==> config.mk <==
export PLATFORM = sky130hd
export DESIGN_NAME = ex_muldiv_unit
export DESIGN_NICKNAME = d
export VERILOG_FILES = /design/src/rtl/muldiv_pkg.sv /design/src/rtl/ex_muldiv_unit_seq_divider_core.sv /design/src/rtl/ex_muldiv_unit.sv
export SDC_FILE = /design/constraint.sdc
export NUM_CORES = 1
export LEC_CHECK = 0
export BUFFER_PORTS_ARGS = -buffer_cell sky130_fd_sc_hd__buf_2
export CAP_MARGIN = 20
export CORE_MARGIN = 1.5
export CORE_UTILIZATION = 40
export CTS_BUF_LIST = sky130_fd_sc_hd__clkbuf_8
export DETAILED_ROUTE_END_ITERATION = 6
export GPL_TIMING_DRIVEN = 0
export PLACE_DENSITY_LB_ADDON = 0.15
export SYNTH_ARGS = -nofsm -noshare
export SYNTH_HDL_FRONTEND = slang
export SYNTH_SLANG_ARGS = --single-unit
==> constraint.sdc <==
create_clock -name i_clk -period 10.3 [get_ports i_clk]
set_input_delay 2.06 -clock i_clk [delete_from_list [all_inputs] [get_ports i_clk]]
set_output_delay 2.06 -clock i_clk [all_outputs]
set_load 0.05 [all_outputs]
==> src/rtl/muldiv_pkg.sv <==
// rtl/muldiv_pkg.sv - shared funct codes, FSM states and iteration count for the mul/div unit
package muldiv_pkg;

    localparam logic [5:0] FUNCT_MULT  = 6'b011000;
    localparam logic [5:0] FUNCT_MULTU = 6'b011001;
    localparam logic [5:0] FUNCT_DIV   = 6'b011010;
    localparam logic [5:0] FUNCT_DIVU  = 6'b011011;
    localparam logic [5:0] FUNCT_MTHI  = 6'b010001;
    localparam logic [5:0] FUNCT_MTLO  = 6'b010011;

    localparam int ITER_CYCLES = 32;

    typedef enum logic [1:0] {
        ST_IDLE   = 2'd0,
        ST_ITER   = 2'd1,
        ST_FINISH = 2'd2
    } state_t;

endpackage

==> src/rtl/ex_muldiv_unit_seq_divider_core.sv <==
// rtl/ex_muldiv_unit_seq_divider_core.sv - restoring divider on unsigned magnitudes, one quotient bit per step
module seq_divider_core #(
    parameter int NB_DATA = 32
) (
    input  logic               i_clk,
    input  logic               i_rst,
    input  logic               i_load,
    input  logic               i_step,
    input  logic [NB_DATA-1:0] i_dividend,
    input  logic [NB_DATA-1:0] i_divisor,
    output logic [NB_DATA-1:0] o_quotient,
    output logic [NB_DATA-1:0] o_remainder
);

    logic [NB_DATA-1:0] r_quo;
    logic [NB_DATA-1:0] r_rem;
    logic [NB_DATA-1:0] r_div;
    logic [NB_DATA:0]   w_shift;
    logic [NB_DATA:0]   w_diff;
    logic               w_fits;

    // Partial remainder shifted left with the next dividend bit; trial subtract decides the quotient bit.
    assign w_shift = {r_rem, r_quo[NB_DATA-1]};
    assign w_diff  = w_shift - {1'b0, r_div};
    assign w_fits  = ~w_diff[NB_DATA];

    // Dividend bits shift out of r_quo as quotient bits shift in from the bottom.
    always_ff @(posedge i_clk or posedge i_rst) begin
        if (i_rst) begin
            r_quo <= '0;
            r_rem <= '0;
            r_div <= '0;
        end else if (i_load) begin
            r_quo <= i_dividend;
            r_rem <= '0;
            r_div <= i_divisor;
        end else if (i_step) begin
            r_rem <= w_fits ? w_diff[NB_DATA-1:0] : w_shift[NB_DATA-1:0];
            r_quo <= {r_quo[NB_DATA-2:0], w_fits};
        end
    end

    assign o_quotient  = r_quo;
    assign o_remainder = r_rem;

endmodule

==> src/rtl/ex_muldiv_unit.sv <==
// rtl/ex_muldiv_unit.sv - iterative MULT/MULTU/DIV/DIVU unit with HI/LO and MTHI/MTLO
module ex_muldiv_unit
    import muldiv_pkg::*;
#(
    parameter int NB_DATA  = 32,
    parameter int NB_FUNCT = 6
) (
    input  logic                i_clk,
    input  logic                i_rst,
    input  logic                i_start,
    input  logic [NB_FUNCT-1:0] i_funct,
    input  logic [NB_DATA-1:0]  i_operand_A,
    input  logic [NB_DATA-1:0]  i_operand_B,
    input  logic                i_flush,
    output logic                o_busy,
    output logic                o_done,
    output logic                o_div_by_zero,
    output logic [NB_DATA-1:0]  o_hi,
    output logic [NB_DATA-1:0]  o_lo
);

    localparam int NB_CNT = $clog2(ITER_CYCLES);

    state_t               r_state;
    state_t               w_state_next;
    logic [NB_CNT-1:0]    r_cnt;
    logic [2*NB_DATA-1:0] r_acc;
    logic [NB_DATA-1:0]   r_mcand;
    logic [NB_DATA-1:0]   r_hi;
    logic [NB_DATA-1:0]   r_lo;
    logic                 r_is_div;
    logic                 r_neg_q;
    logic                 r_neg_r;
    logic                 r_done;
    logic                 r_dbz;

    logic                 w_is_mul, w_is_div, w_signed, w_b_zero;
    logic                 w_a_neg, w_b_neg;
    logic [NB_DATA-1:0]   w_a_mag, w_b_mag;
    logic                 w_load, w_step, w_write, w_dbz, w_mthi, w_mtlo;
    logic [NB_DATA:0]     w_sum;
    logic [2*NB_DATA-1:0] w_acc_next;
    logic [2*NB_DATA-1:0] w_prod_fix;
    logic [NB_DATA-1:0]   w_quo, w_rem, w_quo_fix, w_rem_fix;

    assign w_is_mul = (i_funct == FUNCT_MULT) || (i_funct == FUNCT_MULTU);
    assign w_is_div = (i_funct == FUNCT_DIV)  || (i_funct == FUNCT_DIVU);
    assign w_signed = (i_funct == FUNCT_MULT) || (i_funct == FUNCT_DIV);
    assign w_b_zero = (i_operand_B == '0);
    assign w_a_neg  = w_signed & i_operand_A[NB_DATA-1];
    assign w_b_neg  = w_signed & i_operand_B[NB_DATA-1];
    assign w_a_mag  = w_a_neg ? -i_operand_A : i_operand_A;
    assign w_b_mag  = w_b_neg ? -i_operand_B : i_operand_B;

    // Shift-add step: conditionally add the multiplicand to the upper half, then shift right with carry.
    assign w_sum      = {1'b0, r_acc[2*NB_DATA-1:NB_DATA]} + {1'b0, r_mcand};
    assign w_acc_next = r_acc[0] ? {w_sum, r_acc[NB_DATA-1:1]} : {1'b0, r_acc[2*NB_DATA-1:1]};

    // Sign correction applied to the magnitude results while in FINISH.
    assign w_prod_fix = r_neg_q ? -r_acc : r_acc;
    assign w_quo_fix  = r_neg_q ? -w_quo : w_quo;
    assign w_rem_fix  = r_neg_r ? -w_rem : w_rem;

    seq_divider_core #(
        .NB_DATA (NB_DATA)
    ) u_div_core (
        .i_clk       (i_clk),
        .i_rst       (i_rst),
        .i_load      (w_load),
        .i_step      (w_step & r_is_div),
        .i_dividend  (w_a_mag),
        .i_divisor   (w_b_mag),
        .o_quotient  (w_quo),
        .o_remainder (w_rem)
    );

    // State register.
    always_ff @(posedge i_clk or posedge i_rst) begin
        if (i_rst) r_state <= ST_IDLE;
        else       r_state <= w_state_next;
    end

    // Next-state and per-cycle control strobes; flush overrides starting and the final write.
    always_comb begin
        w_state_next = r_state;
        w_load       = 1'b0;
        w_step       = 1'b0;
        w_write      = 1'b0;
        w_dbz        = 1'b0;
        w_mthi       = 1'b0;
        w_mtlo       = 1'b0;
        case (r_state)
            ST_IDLE: begin
                if (i_start && !i_flush) begin
                    if (w_is_mul || (w_is_div && !w_b_zero)) begin
                        w_load       = 1'b1;
                        w_state_next = ST_ITER;
                    end else if (w_is_div) begin
                        w_dbz = 1'b1;
                    end else if (i_funct == FUNCT_MTHI) begin
                        w_mthi = 1'b1;
                    end else if (i_funct == FUNCT_MTLO) begin
                        w_mtlo = 1'b1;
                    end
                end
            end
            ST_ITER: begin
                if (i_flush) begin
                    w_state_next = ST_IDLE;
                end else begin
                    w_step = 1'b1;
                    if (r_cnt == '0) w_state_next = ST_FINISH;
                end
            end
            ST_FINISH: begin
                w_state_next = ST_IDLE;
                w_write      = !i_flush;
            end
            default: w_state_next = ST_IDLE;
        endcase
    end

    // Datapath: operand latch, iteration counter, multiply accumulator, HI/LO and status pulses.
    always_ff @(posedge i_clk or posedge i_rst) begin
        if (i_rst) begin
            r_cnt    <= '0;
            r_acc    <= '0;
            r_mcand  <= '0;
            r_hi     <= '0;
            r_lo     <= '0;
            r_is_div <= 1'b0;
            r_neg_q  <= 1'b0;
            r_neg_r  <= 1'b0;
            r_done   <= 1'b0;
            r_dbz    <= 1'b0;
        end else begin
            r_done <= w_write;
            r_dbz  <= w_dbz;
            if (w_load) begin
                r_cnt    <= NB_CNT'(ITER_CYCLES - 1);
                r_acc    <= {{NB_DATA{1'b0}}, w_b_mag};
                r_mcand  <= w_a_mag;
                r_is_div <= w_is_div;
                r_neg_q  <= w_a_neg ^ w_b_neg;
                r_neg_r  <= w_a_neg;
            end else if (w_step) begin
                r_cnt <= r_cnt - 1'b1;
                r_acc <= w_acc_next;
            end
            if (w_write) begin
                if (r_is_div) begin
                    r_hi <= w_rem_fix;
                    r_lo <= w_quo_fix;
                end else begin
                    r_hi <= w_prod_fix[2*NB_DATA-1:NB_DATA];
                    r_lo <= w_prod_fix[NB_DATA-1:0];
                end
            end
            if (w_mthi) r_hi <= i_operand_A;
            if (w_mtlo) r_lo <= i_operand_A;
        end
    end

    assign o_busy        = (r_state != ST_IDLE);
    assign o_done        = r_done;
    assign o_div_by_zero = r_dbz;
    assign o_hi          = r_hi;
    assign o_lo          = r_lo;

endmodule

==> metrics.yaml <==
run_status:
  status: "completed"
floorplanning:
  core.rowCount: 78
  die_area_um2: 47590
  die_height_um: 218.2
  die-width_um: 218.2
  io-pin-count: 141
  start_util_pct: 40.63
  core-area_um2: 45580
yosys:
  syn_nets: 2271
  synthAdderAreaFrac_pct: 5.014
  yosysUniqueCellTypes: 75
  synth.area.mux_share_pct: 2.358
  yosysTopAreaCell: "dfrtp_1"
  yosysMostFrequentCell: "dfrtp_1"
  synthCells: 2124
  synth_warnings: 0
  avgSynthCellArea_um2: 8.718
  ys_async_sr_fraction_pct: 100.0
  yosys.area.top_type_share_pct: 36.22
  synth_simple_gate_area_share_pct: 16.69
  ys_seq_elements: 268
  synth_xor_area_share_pct: 11.16
  synth_top_family_by_area: "compound AO/OA/AOI/OAI gates"
  ys.flop_type: "dfrtp_1"
  ys_seq_area_share_pct: 36.22
  synth-compound-area-share_pct: 24.75
  synth_common_cells: "dfrtp_1, o21ai_0, nand2_1, nor2_1, a21oi_1"
  syn_area_um2: 18520
  synth_edf_count: 0
  synthTopCellsByArea: "dfrtp_1, xnor2_1, o21ai_0"
grt:
  grt_pass1_wl_um: 108800
  grt_pass1_vias: 17233
  overflow: 0
  grt_max_degree: 126
  antenna_found_initial: 3
  grt_util_all_layers_pct: 30.67
clocking:
  post_cts_resized: 0
  cts_tree: "done"
  clock_path_buffers: 3
  cts.clk_slew.worst_paths_ns: 0.06
  insertion_delay_ns: 0.65
  cts_max_level: 2
  cts_setup_buffers: 0
  cts_made_buffers: 51
  holdBufCountCts: 0
  cts-root-buf: "clkbuf_8"
  clock_sinks: 268
route:
  ant_nets: 0
  drt-wirelength-per-cell_um: 24.78
  viasPerCell: 6.100
  drc: 0
  drt_iter0_drc: 2039
  first_pass_iters: 7
  vias: 18051
  finalWirelength_um: 73340
sta:
  finClkSkew_ns: 0.02336
  slew_viol_final: 0
  fin_ws_ns: 4.027
  worst_pin_slew_ns: 1.037
  relSlewSlack_pct: 30.85
  max_freq_ghz: 0.1594
  post-route-min-period_ns: 6.273
  tns_ns: 0
  finalSetupViolCount: 0
  fin_crit_sh_pct: 60.90
  rsz0062_at_grt: "no"
  hold_viol: 0
critical_path:
  arrival_ns: 6.74
  rr_startpoint: "r_acc[0]$_DFFE_PP0P_"
  cp_max_fo: 10
  worstSetupStartpoint: "i_operand_B[6]"
  reg2regPathDepth: 13
  crit_type: "in2reg"
  r2r-end: "o_hi[28]$_DFFE_PP0P_"
  r2r_setup_slack_ns: 5.68
  critPathCapture: "r_state[0]$_DFFE_PP0P_"
  crit_required_ns: 10.77
  start_kind: "primary input"
  endpoint_kind: "flip-flop"
pwr:
  p_leak_nw: 9.830
  p_sw_share_pct: 37.75
  intPower_w: 0.002226
  power.density_nw_per_um2: 169.3
  ir_drop_uv: 105.5
  power_frac_comb_pct: 29.6
  p_sw_w: 0.001350
  power.share.clock_pct: 30.6
  seq_power_share_pct: 39.8
layout:
  multi_input_area_um2: 11110
  final_net_count: 2467
  area_growth_pct: 14.01
  register_area_um2: 6706
  drive_gt1_share_pct: 10.98
  finalCoreUtilization_pct: 46.32
  fillers: 4522
  finalNonFillerCells: 2959
worst_hold_path:
  hp-class: "reg2reg"
placement:
  dp_hpwl_um: 57290
  placed_cells: 2867
  port_buffers: 138
  pre_cts_ws_ns: 3.393
  gp_congestion: 0.9614
flow_run:
  maxCapViolCount: 0
[how the worst min path moves through the flow]
stage,startpoint,endpoint,slack [ns],cells after the start
after CTS,o_lo[1]$_DFFE_PP0P_,o_lo[1]$_DFFE_PP0P_,0.46,2
after global placement,o_lo[1]$_DFFE_PP0P_,o_lo[1]$_DFFE_PP0P_,0.45,2
final,o_lo[1]$_DFFE_PP0P_,o_lo[1]$_DFFE_PP0P_,0.46,2
after detailed placement,o_lo[1]$_DFFE_PP0P_,o_lo[1]$_DFFE_PP0P_,0.45,2
after floorplan,u_div_core.r_div[10]$_DFFE_PP0P_,u_div_core.r_div[10]$_DFFE_PP0P_,0.45,1
after global routing,u_div_core.r_div[18]$_DFFE_PP0P_,u_div_core.r_div[18]$_DFFE_PP0P_,0.48,1
[area by class of cell]
cell class	count	area share (%)
flip-flops and latches	268	31.76
clock inverters	25	0.6460
repair buffers	143	3.739
well taps	600	3.556
diodes	1	0.01185
plain buffers	119	2.187
multi-input cells	1672	52.60
clock buffers	66	4.302
inverters	65	1.191
[layer usage]
| metal | track usage (%) | wire (µm) |
|---|---|---|
| met5 | 0 | 23 |
| met1 | 40.05 | 30310 |
| met3 | 4.704 | 5509 |
| met4 | 12.76 | 3394 |
| met2 | 50.53 | 34100 |
[power by group through the flow]
stage / clock, W / combinational, W / sequential (W)
final: 0.00109 / 0.00106 / 0.00142
after global routing: 0.00116 / 0.00115 / 0.00144
after CTS: 0.00111 / 0.00105 / 0.00141
after detailed placement: 0 / 0.00104 / 0.00143
after global placement: 0 / 0.00102 / 0.00143
after floorplan: 0 / 0.000691 / 0.00144
[layout by cell type (no fill, tap or decap), drive strengths merged, types with 5 or more instances in the layout]
cell / Yosys / routed
mux2i: 41 / 41
a22oi: 25 / 25
ha: 71 / 71
or2: 10 / 10
clkbuf: 102 / 168
and2: 8 / 8
a211oi: 10 / 10
nor4: 11 / 11
or3: 22 / 22
a31oi: 15 / 15
nand3: 63 / 63
nand4: 8 / 8
a221oi: 22 / 22
o21ai: 205 / 205
a21o: 81 / 81
or4: 22 / 22
nand2b: 26 / 26
a21oi: 149 / 149
nor3: 38 / 38
buf: 17 / 160
o41ai: 24 / 24
o21a: 5 / 5
o211ai: 10 / 10
a221o: 56 / 56
o21bai: 10 / 10
xor2: 110 / 110
nor2: 167 / 167
inv: 64 / 81
a222oi: 9 / 9
nor2b: 10 / 10
dfrtp: 268 / 268
and3: 46 / 46
xnor2: 126 / 126
o31ai: 48 / 48
clkinv: 1 / 7
nand2: 181 / 181
[cells by family after synthesis]
family	count (synthesis)
flip-flops	268
AO/OA/AOI/OAI	689
buffers and inverters	184
multiplexers	42
XOR/XNOR	236
adder cells (fa/ha/maj)	73
AND/OR/NAND/NOR	632
[critical path: stages]
cell	delay (ns)
buf_2	0.11
nor3_1	0.23
nand2b_1	0.14
nor3_1	0.31
nand2b_1	0.22
nor2_1	0.47
nand4_1	0.36
nand3_1	0.55
clkbuf_1	0.83
clkbuf_1	0.65
clkbuf_1	0.60
o21ai_0	0.19
[metrics by stage]
step / instance area [µm²] / total power, W / hold WS [ns]
2_1_floorplan: 18520 / 0.002133 / 0.4495
3_3_place_gp: 19960 / 0.002448 / 0.4481
3_5_place_dp: 20070 / 0.002470 / 0.4530
4_1_cts: 21110 / 0.003570 / 0.4647
5_1_grt: 21110 / 0.003752 / 0.4842
6_report: 21110 / 0.003575 / 0.4608
[registers in the layout (all words and copies together) (netlist names)]
signal                  cells
o_lo                       32
o_div_by_zero               1
u_div_core.r_div           32
r_mcand                    32
r_state                     2
r_cnt                       5
r_is_div                    1
u_div_core.o_remainder     32
r_neg_r                     1
o_done                      1
r_neg_q                     1
u_div_core.o_quotient      32
o_hi                       32
r_acc                      64
Note: power is estimated with default switching activity, not from simulation.
